<file path="config.mk">
export PLATFORM = sky130hd
export DESIGN_NAME = bnn_accum_act_flat
export DESIGN_NICKNAME = d
export VERILOG_FILES = /design/src/rtl/bnn_accum_act_if.sv /design/src/rtl/bnn_accum_act.sv /design/src/flat_wrapper.sv
export SDC_FILE = /design/constraint.sdc
export NUM_CORES = 1
export LEC_CHECK = 0
export BUFFER_PORTS_ARGS = -buffer_cell sky130_fd_sc_hd__buf_2
export CORE_ASPECT_RATIO = 0.6
export CORE_UTILIZATION = 63
export DETAILED_ROUTE_END_ITERATION = 7
export HOLD_SLACK_MARGIN = 0.02
export PLACE_DENSITY = 0.85
export SETUP_SLACK_MARGIN = 0.4
export SYNTH_ARGS = -nofsm -noshare
export SYNTH_HDL_FRONTEND = slang
export SYNTH_SLANG_ARGS = --single-unit
</file>
<file path="constraint.sdc">
create_clock -name clk -period 11.55 [get_ports clk]
set_input_delay 2.31 -clock clk [delete_from_list [all_inputs] [get_ports clk]]
set_output_delay 2.31 -clock clk [all_outputs]
set_load 0.005 [all_outputs]
</file>
<file path="src/rtl/bnn_accum_act_if.sv">
// Stream bundle between the MAC array, the accumulate/activate stage and the ofmap buffer.
// The slave view is the accumulate/activate block; the master view is its environment.
interface bnn_accum_act_if #(
  parameter int PSUM_WIDTH = 5,
  parameter int ACC_WIDTH  = 12
);
  logic [PSUM_WIDTH-1:0] psum_in;
  logic                  psum_valid;
  logic                  psum_ready;
  logic [ACC_WIDTH-1:0]  out_data;
  logic                  out_valid;
  logic                  out_last;
  logic                  out_ready;

  modport master (
    output psum_in, psum_valid, out_ready,
    input  psum_ready, out_data, out_valid, out_last
  );

  modport slave (
    input  psum_in, psum_valid, out_ready,
    output psum_ready, out_data, out_valid, out_last
  );
endinterface

</file>
<file path="src/rtl/bnn_accum_act.sv">
// Accumulates MAC popcounts across input channels into one pixel, then emits either the raw
// saturated sum or a thresholded sign bit packed LSB-first into output words.
module bnn_accum_act #(
  parameter int PSUM_WIDTH = 5,
  parameter int ACC_WIDTH  = 12,
  parameter int PACK_WIDTH = 8
) (
  input  logic                 clk,
  input  logic                 rst,
  input  logic                 i_start,
  input  logic [7:0]           i_ch_count,
  input  logic [15:0]          i_pix_count,
  input  logic [ACC_WIDTH-1:0] i_threshold,
  input  logic                 i_raw_mode,
  bnn_accum_act_if.slave       io,
  output logic                 o_busy,
  output logic                 o_done
);

  localparam int BIT_W = (PACK_WIDTH > 1) ? $clog2(PACK_WIDTH) : 1;
  localparam int SUM_W = ACC_WIDTH + 1;

  typedef enum logic [1:0] {S_IDLE, S_RUN, S_DRAIN} state_t;

  state_t                r_state;
  logic [7:0]            r_ch_max;
  logic [7:0]            r_ch_idx;
  logic [15:0]           r_pix_max;
  logic [15:0]           r_pix_idx;
  logic [ACC_WIDTH-1:0]  r_threshold;
  logic                  r_raw_mode;
  logic [ACC_WIDTH-1:0]  r_acc;
  logic [PACK_WIDTH-1:0] r_pack;
  logic [BIT_W-1:0]      r_bit_idx;
  logic [ACC_WIDTH-1:0]  r_out_data;
  logic                  r_out_valid;
  logic                  r_out_last;
  logic                  r_done;

  logic                  w_psum_ready;
  logic                  w_psum_fire;
  logic                  w_out_fire;
  logic [SUM_W-1:0]      w_sum_wide;
  logic [ACC_WIDTH-1:0]  w_sum;
  logic                  w_ch_done;
  logic                  w_pix_last;
  logic                  w_bit;
  logic                  w_word_full;
  logic [PACK_WIDTH-1:0] w_pack_next;

  // Ready depends only on registers, so out_ready never reaches psum_ready combinationally.
  assign w_psum_ready = (r_state == S_RUN) && !r_out_valid;
  assign w_psum_fire  = io.psum_valid && w_psum_ready;
  assign w_out_fire   = r_out_valid && io.out_ready;

  assign w_sum_wide  = {1'b0, r_acc} + SUM_W'(io.psum_in);
  assign w_sum       = w_sum_wide[ACC_WIDTH] ? '1 : w_sum_wide[ACC_WIDTH-1:0];
  assign w_ch_done   = (r_ch_idx == r_ch_max);
  assign w_pix_last  = (r_pix_idx == r_pix_max);
  assign w_bit       = (w_sum >= r_threshold);
  assign w_word_full = (r_bit_idx == BIT_W'(PACK_WIDTH - 1));
  assign w_pack_next = r_pack | (PACK_WIDTH'(w_bit) << r_bit_idx);

  // NOTE: every register below is written with <= so all updates use pre-edge values,
  // which keeps the sum/pack/emit decisions of one beat mutually consistent.
  always_ff @(posedge clk) begin
    if (rst) begin
      r_state     <= S_IDLE;
      r_ch_max    <= '0;
      r_ch_idx    <= '0;
      r_pix_max   <= '0;
      r_pix_idx   <= '0;
      r_threshold <= '0;
      r_raw_mode  <= 1'b0;
      r_acc       <= '0;
      r_pack      <= '0;
      r_bit_idx   <= '0;
      r_out_data  <= '0;
      r_out_valid <= 1'b0;
      r_out_last  <= 1'b0;
      r_done      <= 1'b0;
    end else begin
      r_done <= 1'b0;
      if (w_out_fire) begin
        r_out_valid <= 1'b0;
        r_out_last  <= 1'b0;
      end

      case (r_state)
        S_IDLE: begin
          if (i_start) begin
            r_ch_max    <= (i_ch_count == 8'd0) ? 8'd0 : i_ch_count - 8'd1;
            r_pix_max   <= i_pix_count - 16'd1;
            r_threshold <= i_threshold;
            r_raw_mode  <= i_raw_mode;
            r_ch_idx    <= '0;
            r_pix_idx   <= '0;
            r_acc       <= '0;
            r_pack      <= '0;
            r_bit_idx   <= '0;
            if (i_pix_count == 16'd0) r_done  <= 1'b1;
            else                      r_state <= S_RUN;
          end
        end

        S_RUN: begin
          if (w_psum_fire) begin
            if (!w_ch_done) begin
              r_acc    <= w_sum;
              r_ch_idx <= r_ch_idx + 8'd1;
            end else begin
              r_acc     <= '0;
              r_ch_idx  <= '0;
              r_pix_idx <= r_pix_idx + 16'd1;
              if (r_raw_mode) begin
                r_out_data  <= w_sum;
                r_out_valid <= 1'b1;
                r_out_last  <= w_pix_last;
              end else if (w_word_full || w_pix_last) begin
                r_out_data  <= ACC_WIDTH'(w_pack_next);
                r_out_valid <= 1'b1;
                r_out_last  <= w_pix_last;
                r_pack      <= '0;
                r_bit_idx   <= '0;
              end else begin
                r_pack    <= w_pack_next;
                r_bit_idx <= r_bit_idx + BIT_W'(1);
              end
              if (w_pix_last) r_state <= S_DRAIN;
            end
          end
        end

        S_DRAIN: begin
          if (w_out_fire) begin
            r_state <= S_IDLE;
            r_done  <= 1'b1;
          end
        end

        default: r_state <= S_IDLE;
      endcase
    end
  end

  assign io.psum_ready = w_psum_ready;
  assign io.out_data   = r_out_data;
  assign io.out_valid  = r_out_valid;
  assign io.out_last   = r_out_last;
  assign o_busy        = (r_state != S_IDLE);
  assign o_done        = r_done;

endmodule

</file>
<file path="src/flat_wrapper.sv">
// flat-port wrapper written by rule: the top's interface ports become plain ports
module bnn_accum_act_flat 
#(
  parameter int PSUM_WIDTH = 5,
  parameter int ACC_WIDTH  = 12,
  parameter int PACK_WIDTH = 8
)
  (clk, rst, i_start, i_ch_count, i_pix_count, i_threshold, i_raw_mode, o_busy, o_done, io_psum_in, io_psum_valid, io_out_ready, io_psum_ready, io_out_data, io_out_valid, io_out_last);
  bnn_accum_act_if #(.PSUM_WIDTH(PSUM_WIDTH), .ACC_WIDTH(ACC_WIDTH)) io_i ();
  input  logic clk;
  input  logic rst;
  input  logic i_start;
  input  logic [7:0] i_ch_count;
  input  logic [15:0] i_pix_count;
  input  logic [ACC_WIDTH-1:0] i_threshold;
  input  logic i_raw_mode;
  output logic o_busy;
  output logic o_done;
  input wire logic [$bits(io_i.psum_in)-1:0] io_psum_in;
  input wire logic [$bits(io_i.psum_valid)-1:0] io_psum_valid;
  input wire logic [$bits(io_i.out_ready)-1:0] io_out_ready;
  output wire logic [$bits(io_i.psum_ready)-1:0] io_psum_ready;
  output wire logic [$bits(io_i.out_data)-1:0] io_out_data;
  output wire logic [$bits(io_i.out_valid)-1:0] io_out_valid;
  output wire logic [$bits(io_i.out_last)-1:0] io_out_last;
  assign io_i.psum_in = io_psum_in;
  assign io_i.psum_valid = io_psum_valid;
  assign io_i.out_ready = io_out_ready;
  assign io_psum_ready = io_i.psum_ready;
  assign io_out_data = io_i.out_data;
  assign io_out_valid = io_i.out_valid;
  assign io_out_last = io_i.out_last;
  bnn_accum_act #(.PSUM_WIDTH(PSUM_WIDTH), .ACC_WIDTH(ACC_WIDTH), .PACK_WIDTH(PACK_WIDTH)) u_core (.clk(clk), .rst(rst), .i_start(i_start), .i_ch_count(i_ch_count), .i_pix_count(i_pix_count), .i_threshold(i_threshold), .i_raw_mode(i_raw_mode), .io(io_i), .o_busy(o_busy), .o_done(o_done));
endmodule
</file>
# Word-level counts from Yosys, hierarchy flattened
# Cells that the tools add are included.
# W data, S select, Z words.
classes:
  n_addsub: 6
  magnitude_cmp: 1
  eq_ne: 12
  shifts: 1
  n_mux: 50
  bitwise_logic: 1
  reduce_logical: 17
ops:
  columns: ["op", "count"]
  rows:
  - ["$mux W12", 6]
  - ["$mux W8", 8]
  - ["$mux W16", 3]
  - ["$pmux W16 S2", 1]
  - ["$pmux W8 S2", 2]
  - ["$pmux W12 S2", 1]
  - ["$add A16 B1 Y16 const B", 1]
  - ["$eq A16 B16 Y1", 1]
  - ["$logic_not A16 Y1", 1]
  - ["$sub A16 B1 Y16 const B", 1]
  - ["$mux W1", 15]
  - ["$mux W3", 5]
  - ["$add A12 B5 Y13", 1]
  - ["$ge A12 B12 Y1", 1]
  - ["$mux W2", 6]
  - ["$add A8 B1 Y8 const B", 1]
  - ["$eq A8 B8 Y1", 1]
  - ["$logic_not A8 Y1", 1]
  - ["$ne A2 B1 Y1 const B", 4]
  - ["$or A8 B8 Y8", 1]
  - ["$reduce_and A4 Y1", 2]
  - ["$shl A1 B3 Y8", 1]
  - ["$sub A8 B1 Y8 const B", 1]
  - ["$ne A2 B2 Y1 const B", 3]
  - ["other kinds (16)", 20]
totals:
  regBits: 101
  in_bits: 47
  out_inout_bits: 17
  wordCells: 102

# Longest topological paths before layout
# Gate-level depths: netlist (run 1).
logic_depth:
  depth_word: 10
  mapped_depth: 14
  depth_no_buf: 14

# Least setup slack after synthesis (run 1)
# Ideal clock, no wire load.
synth_path:
  kind: "input-to-reg"
  startpoint: "in io_psum_in[0]"
  endpoint: "reg u_core.r_out_data[0] (netlist: u_core.io.out_data[0])"
  setup_time_ns: 0.086
  arrival_ns: 5.715
  t_required_ns: 11.464
  slack_ns: 5.749
  stages: 13
  cell_sequence: "ha_1 fa_1 a211o_1 a21oi_1 or2_1 clkbuf_1 nand3_1 ha_1 nand4_1 o311a_1 a211oi_1 a21oi_1 a211oi_1"
synth_via:
  elab_chain_cells: 7
synth_lines:
  columns: ["item", "line", "text"]
  rows:
  - ["start: declaration", "flat_wrapper.sv:19", "input wire logic [$bits(io_i.psum_in)-1:0] io_psum_in;"]
  - ["$add A12 B5 Y13 *", "bnn_accum_act.sv:56", "assign w_sum_wide = {1'b0, r_acc} + SUM_W'(io.psum_in);"]
  - ["$mux W12 *", "bnn_accum_act.sv:57", "assign w_sum = w_sum_wide[ACC_WIDTH] ? '1 : w_sum_wide[ACC_WIDTH-1:0];"]
  - ["$ge A12 B12 Y1", "bnn_accum_act.sv:60", "assign w_bit = (w_sum >= r_threshold);"]
  - ["$shl A1 B3 Y8", "bnn_accum_act.sv:62", "assign w_pack_next = r_pack | (PACK_WIDTH'(w_bit) << r_bit_idx);"]
  - ["$or A8 B8 Y8", "bnn_accum_act.sv:62", null]
  - ["$mux W12", "bnn_accum_act.sv:119", "end else if (w_word_full || w_pix_last) begin"]
  - ["$mux W12 *", "bnn_accum_act.sv:115", "if (r_raw_mode) begin"]
  - ["end signal: assignment", "bnn_accum_act.sv:116", "r_out_data <= w_sum;"]
  - ["end signal: assignment", "bnn_accum_act.sv:120", "r_out_data <= ACC_WIDTH'(w_pack_next);"]
  - ["end: declaration", "bnn_accum_act.sv:35", "logic [ACC_WIDTH-1:0] r_out_data;"]
# Every way passes the cells marked *; elsewhere a longest branch is shown, timed or not. The select of a mux whose other input is x is not followed.
# A chain may end at the register's enable or synchronous reset.

# Final worst setup path (run 1)
# Same ends and word-level chain as after synthesis.

==> results of run 1 <==
cells in the mapped netlist, types with 10 or more instances:
cell type,instances
nor2_1,75
nand2b_1,16
ha_1,23
a211oi_1,19
nand4_1,17
nand3_1,14
xor2_1,20
nor3_1,18
a22oi_1,10
and3_1,10
a21oi_1,40
o21ai_0,14
dfxtp_1,101
nand2_1,67
xnor2_1,44
clkbuf_1,29
inv_1,23
worst max-delay path: cells and delay by family:
family	cells	cell delay, ns
AOI/OAI and AO/OA	6	2.46
adders and majority gates	3	0.97
and+or+nand+nor	3	0.67
buffers and inverters	1	0.10
area by class of cell:
class | count | area (sq um) | area share, %
Sequential cell | 101 | 2020 | 33.3
Tap cell | 108 | 135 | 2.22
Inverter | 23 | 86.3 | 1.42
Clock buffer | 11 | 243 | 4.00
Multi-Input combinational cell | 494 | 3180 | 52.3
Timing Repair Buffer | 69 | 360 | 5.93
Clock inverter | 5 | 50.0 | 0.824
report_power, final:
| part | internal [W] | total (W) | switching, W | leakage [nW] |
|---|---|---|---|---|
| logic | 0.0000529 | 0.000146 | 0.0000931 | 1.38 |
| registers | 0.000364 | 0.000379 | 0.0000154 | 0.821 |
| clock network | 0.000172 | 0.000304 | 0.000131 | 0.149 |
| total | 0.000589 | 0.000829 | 0.000240 | 2.35 |
flip-flops by register name, indices dropped and copies added, names as in the netlist, 2 cells and up:
signal,cells
u_core.io.out_data,12
u_core.r_acc,12
u_core.r_bit_idx,3
u_core.r_ch_idx,8
u_core.r_ch_max,8
u_core.r_pack,8
u_core.r_pix_idx,16
u_core.r_pix_max,16
u_core.r_state,2
u_core.r_threshold,12
routing by layer:
metal | track usage (%) | up-vias
met2 | 51.6 | 250
met3 | 10.2 | 23
li1 | - | 2406
met4 | 9.19 | 0
met1 | 48.7 | 2385
met5 | 0 | -
cells by family (layout without fill, tap and decap cells):
| logic type | after synthesis | after routing | share of synthesized area (%) |
|---|---|---|---|
| AO/OA/AOI/OAI | 134 | 134 | 16.8 |
| XOR/XNOR | 64 | 64 | 10.4 |
| multiplexers | 5 | 5 | 0.926 |
| buffers and inverters | 55 | 108 | 3.87 |
| AND/OR/NAND/NOR | 267 | 267 | 24.9 |
| adder cells (fa/ha/maj) | 24 | 24 | 5.70 |
| flip-flops | 101 | 101 | 37.4 |
worst paths after layout:
check | from | endpoint | slack [ns] | depth (start not counted)
hold / removal | u_core.r_threshold[8] | u_core.r_threshold[8] | 0.46 | 2
hold reg to reg | u_core.r_threshold[8] | u_core.r_threshold[8] | 0.46 | 2
setup reg to reg | u_core.r_acc[0] | u_core.io.out_data[0] | 7.02 | 12
setup / recovery | io_psum_in[0] | u_core.io.out_data[0] | 5.27 | 13
per-stage QoR:
| step | utilization [%] | std cells | worst slack (ns) |
|---|---|---|---|
| after floorplan | - | 650 | 5.75 |
| after global placement | 71.4 | 795 | 5.28 |
| after detailed placement | 71.4 | 795 | 5.07 |
| after CTS | 75.0 | 811 | 5.42 |
| after global routing | 75.0 | 811 | 5.08 |
| final | 75.0 | 811 | 5.27 |
==> flow_summary.json, run 1 <==
{
  "status": "complete, no violations",
  "drt_iter0_drc": 539,
  "clk_latency_ns": 0.35,
  "drc": 0,
  "diodes": 0,
  "top_layer": "met4",
  "cts_root_buffer": "clkbuf_16",
  "routed_wl_microns": 14600,
  "via_count": 5064,
  "syn_nets": 721,
  "n_fill_cell": 623,
  "fmax_mhz": 159,
  "dr_wl_met3_microns": 1440,
  "grt_pass1_vias": 4685,
  "fp.dieW_microns": 122,
  "synthTopCellsByArea": "dfxtp_1 37%, xnor2_1 7.1%, ha_1 5.3%",
  "hpwl_microns": 10600,
  "numClockSinks": 101,
  "drt_pass1_iterations": 5,
  "grt_pass1_wl_microns": 23500,
  "antenna_found_initial": 0,
  "die_height_microns": 73.7,
  "cts_buffer_depth": 2,
  "final_common_cell": "dfxtp_1",
  "synth-seq-cells": 101,
  "clk_pin_slew_worst_paths_ns": 0.07,
  "numCtsBuffers": 9,
  "power.density_nw_per_um2": 136,
  "worstMarginPinSlew_ns": 1.43,
  "route.layer.met1.wl_microns": 6810,
  "layout-drive-gt1-share_pct": 13.7,
  "p_leak_nw": 2.35,
  "min_path_type": "flip-flop to flip-flop",
  "grt_usage_pct": 34.7,
  "postCtsResizedCells": 0,
  "routabilityCongestion": 0.978,
  "crit_slowest_cell": "a211oi_1",
  "final_nets": 769,
  "cts_hold_buf": 0,
  "p_total_w": 0.000829,
  "start_util_pct": 66.7,
  "wl_met2_microns": 6130,
  "path_cells": "buf_2 -> ha_1 -> fa_1 -> a211o_1 -> a21oi_1 -> or2_1 -> nand3_1 -> ha_1 -> nand4_1 -> o311a_1 -> a211oi_1 -> a21oi_1 -> a211oi_1",
  "min_period_ns": 6.28,
  "end_kind": "flip-flop",
  "setup_viol": 0,
  "viasPerCell": 6.24,
  "yosysWarnings": 0,
  "fp-row-count": 25,
  "path_max_fanout": 11,
  "drt-wirelength-per-cell_microns": 17.9,
  "worstPathArrival_ns": 6.53,
  "portBuffers": 63,
  "critPathLaunchType": "input pin",
  "slowest_delay_ns": 0.85,
  "die_area_sq_um": 8960,
  "relSlewSlack_pct": 3.95,
  "criticalPathCategory": "input pin to flip-flop",
  "post_cts_buffers": 0,
  "peakVddDrop_v": 0.000102,
  "synth-seq-area-share_pct": 37.4,
  "netlist_area_sq_um": 5400,
  "skew_ns": 0.00696,
  "final_cell_mix": "101 x dfxtp_1, 75 x nor2_1, 67 x nand2_1",
  "synth_ff_type": "dfxtp_1",
  "grt_max_degree": 61,
  "final-hold-violation-count": 0,
  "core-area_sq_um": 8100,
  "ios": 64,
  "holdWs_ns": 0.462,
  "cts_htree_levels": 3,
  "place_area_sq_um": 5780,
  "syn_avg_cell_area_sq_um": 8.31,
  "finalCritPeriodShare_pct": 54.3,
  "postRouteAntennaNets": 0,
  "rsz0062_at_grt": "false",
  "drv_slew": 0,
  "maxCapViolCount": 0,
  "cp_data_required_time_ns": 11.81,
  "synth_cell_types": 57,
  "tns_ns": 0,
  "yosys.area.top_type": "dfxtp_1",
  "synthCells": 650,
  "synth-edff-count": 0,
  "area_growth_pct": 12.4,
  "cts_tree": "built",
  "postSynth.asyncResetShare_pct": 0,
  "overflow": 0,
  "finish.instance_area_sq_um": 6070,
  "synth_top_area_share_pct": 37.4
}
Note: power is estimated with default switching activity, not from simulation.
==> run 2: changes to the inputs <==
--- a/config.mk
+++ b/config.mk
@@ -7,10 +7,10 @@
 export LEC_CHECK = 0
 export BUFFER_PORTS_ARGS = -buffer_cell sky130_fd_sc_hd__buf_2
 export CORE_ASPECT_RATIO = 0.6
-export CORE_UTILIZATION = 63
+export CORE_UTILIZATION = 59
 export DETAILED_ROUTE_END_ITERATION = 7
 export HOLD_SLACK_MARGIN = 0.02
-export PLACE_DENSITY = 0.85
+export PLACE_DENSITY = 0.81
 export SETUP_SLACK_MARGIN = 0.4
 export SYNTH_ARGS = -nofsm -noshare
 export SYNTH_HDL_FRONTEND = slang
==> constraint.sdc (replaced) <==
create_clock -name clk -period 6.4 [get_ports clk]
set_input_delay 1.28 -clock clk [delete_from_list [all_inputs] [get_ports clk]]
set_output_delay 1.28 -clock clk [all_outputs]
set_load 0.005 [all_outputs]
==> run 2 against run 1 <==
  * The run now ends with DRC left
  * Non-clock buffer count up 2
  * Worst hold slack worse by 0.0069 ns
  * Clock skew up 0.0033 ns
  * Global-route usage down 4.7 points
  * Die area up 6.6%
  * Clock-buffer cell count down 1
  * Sequential share of layout area about the same
  * Largest cell class unchanged
  * Total power up 78%
  * Critical path depth unchanged
  * Core utilization down 4.9 points
  * Setup slack worse by 4.0 ns
  * Via count down 1.1%
==> flow_summary.json, run 2 (same netlist as run 1, synthesis figures left out) <==
{
  "postCtsResizedCells": 0,
  "overflow": 0,
  "peakVddDrop_v": 0.000155,
  "place_area_sq_um": 5800,
  "final_cell_mix": "101 x dfxtp_1, 75 x nor2_1, 67 x nand2_1",
  "final_common_cell": "dfxtp_1",
  "portBuffers": 63,
  "min_path_type": "flip-flop to flip-flop",
  "p_leak_nw": 2.35,
  "grt_pass1_wl_microns": 22700,
  "cts_root_buffer": "clkbuf_16",
  "status": "finished with violations",
  "critPathLaunchType": "input pin",
  "drv_slew": 0,
  "pwr-share-clk_pct": 36.2,
  "ios": 64,
  "cts_buffer_depth": 2,
  "viasPerCell": 6.14,
  "antenna_found_initial": 0,
  "relSlewSlack_pct": 27.6,
  "r2r_slack_ns": 2.03,
  "fmax_mhz": 196,
  "cts_hold_buf": 0,
  "grt_usage_pct": 30.0,
  "finish.instance_area_sq_um": 6080,
  "power.internal_w": 0.00105,
  "core-area_sq_um": 8690,
  "fp.dieW_microns": 126,
  "fp-row-count": 26,
  "area_growth_pct": 12.6,
  "min_period_ns": 5.11,
  "post_cts_buffers": 0,
  "clk_latency_ns": 0.35,
  "power.density_nw_per_um2": 243,
  "end_kind": "flip-flop",
  "final-hold-violation-count": 0,
  "drt_pass1_iterations": 8,
  "postRouteAntennaNets": 0,
  "die_height_microns": 76.1,
  "path_max_fanout": 11,
  "skew_ns": 0.0103,
  "diodes": 0,
  "setup_viol": 0,
  "drt-wirelength-per-cell_microns": 17.0,
  "p_sw_w": 0.000426,
  "cts_htree_levels": 3,
  "die_area_sq_um": 9560,
  "start_util_pct": 62.2,
  "drt_iter0_drc": 586,
  "numCtsBuffers": 9,
  "worstMarginPinSlew_ns": 1.08,
  "via_count": 5010,
  "grt_pass1_vias": 4598,
  "drc": 2,
  "combinationalPowerShare_pct": 17.6,
  "cts_tree": "built",
  "maxCapViolCount": 0,
  "worstPathArrival_ns": 5.37,
  "grt_max_degree": 81,
  "cp_data_required_time_ns": 6.66,
  "violations": "DRC",
  "switching_share_pct": 28.8,
  "tns_ns": 0,
  "seqPwrFrac_pct": 46.2,
  "routabilityCongestion": 0.952,
  "layout-drive-gt1-share_pct": 13.8,
  "rsz0062_at_grt": "false",
  "clk_pin_slew_worst_paths_ns": 0.07,
  "final_nets": 771,
  "utilization_pct": 70.0,
  "criticalPathCategory": "input pin to flip-flop",
  "finalCritPeriodShare_pct": 79.8,
  "reg_top3": "u_core.r_pix_idx: 16 flops, u_core.r_pix_max: 16 flops",
  "numClockSinks": 101,
  "hpwl_microns": 10200,
  "routed_wl_microns": 13900
}
## run 2: changes by cell type in the layout (fill, tap and decap cells not counted), sizes merged
cell      previous run  this run
buf                 69        71
clkbuf              11        10
clkinv               4         3
clkinvlp             0         1
## run 2: worst paths after layout
check | startpoint | to | depth (start not counted)
worst max-delay path | io_psum_in[0] | u_core.io.out_data[4] | 13
worst min-delay path | u_core.r_threshold[8] | u_core.r_threshold[8] | 2
worst max register to register | u_core.r_acc[0] | u_core.io.out_data[4] | 12
worst min register to register | u_core.r_threshold[8] | u_core.r_threshold[8] | 2
## run 2: power groups by stage
| stage | clock, W | sequential [W] | combinational, W |
|---|---|---|---|
| 5_1_grt | 0.000566 | 0.000686 | 0.000285 |
| 3_3_place_gp | 0 | 0.000695 | 0.000244 |
| 2_1_floorplan | 0 | 0.000686 | 0.000179 |
| 4_1_cts | 0.000539 | 0.000682 | 0.000254 |
| 3_5_place_dp | 0 | 0.000697 | 0.000253 |
| 6_report | 0.000535 | 0.000683 | 0.000261 |
## run 2: per-stage QoR
stage / setup slack (ns) / power, W / cells / hold WS (ns)
finish: 1.29 / 0.00148 / 816 / 0.455
global route: 0.999 / 0.00154 / 816 / 0.482
CTS: 1.34 / 0.00148 / 816 / 0.458
detailed placement: 1.02 / 0.000949 / 801 / 0.450
global placement: 1.20 / 0.000939 / 801 / 0.446
floorplan: 1.63 / 0.000864 / 650 / 0.436
## run 2: layout make-up
type | instances | area, sq um
multi-input cells | 494 | 3180
clock inverters | 5 | 52.6
repair buffers | 71 | 375
flip-flops and latches | 101 | 2020
well taps | 112 | 140
clock buffers | 10 | 229
inverters | 23 | 86.3
fillers | 670 | 2600
## run 2: worst max-delay path, cell delays in order
cell and delay, ns:
buf_2 0.10, ha_1 0.21, fa_1 0.43, a211o_1 0.31, a21oi_1 0.42, or2_1 0.41
nand3_1 0.16, ha_1 0.34, nand4_1 0.08, o311a_1 0.38, a211oi_1 0.81, a311oi_1 0.24
nor3_1 0.20
## run 2: layer usage
layer	routed length (microns)	global-route usage, %	vias up
li1	-	-	2402
met1	6500	43.1	2364
met2	5760	43.2	226
met3	1460	9.06	18
met4	146	8.29	0
met5	0	0	-
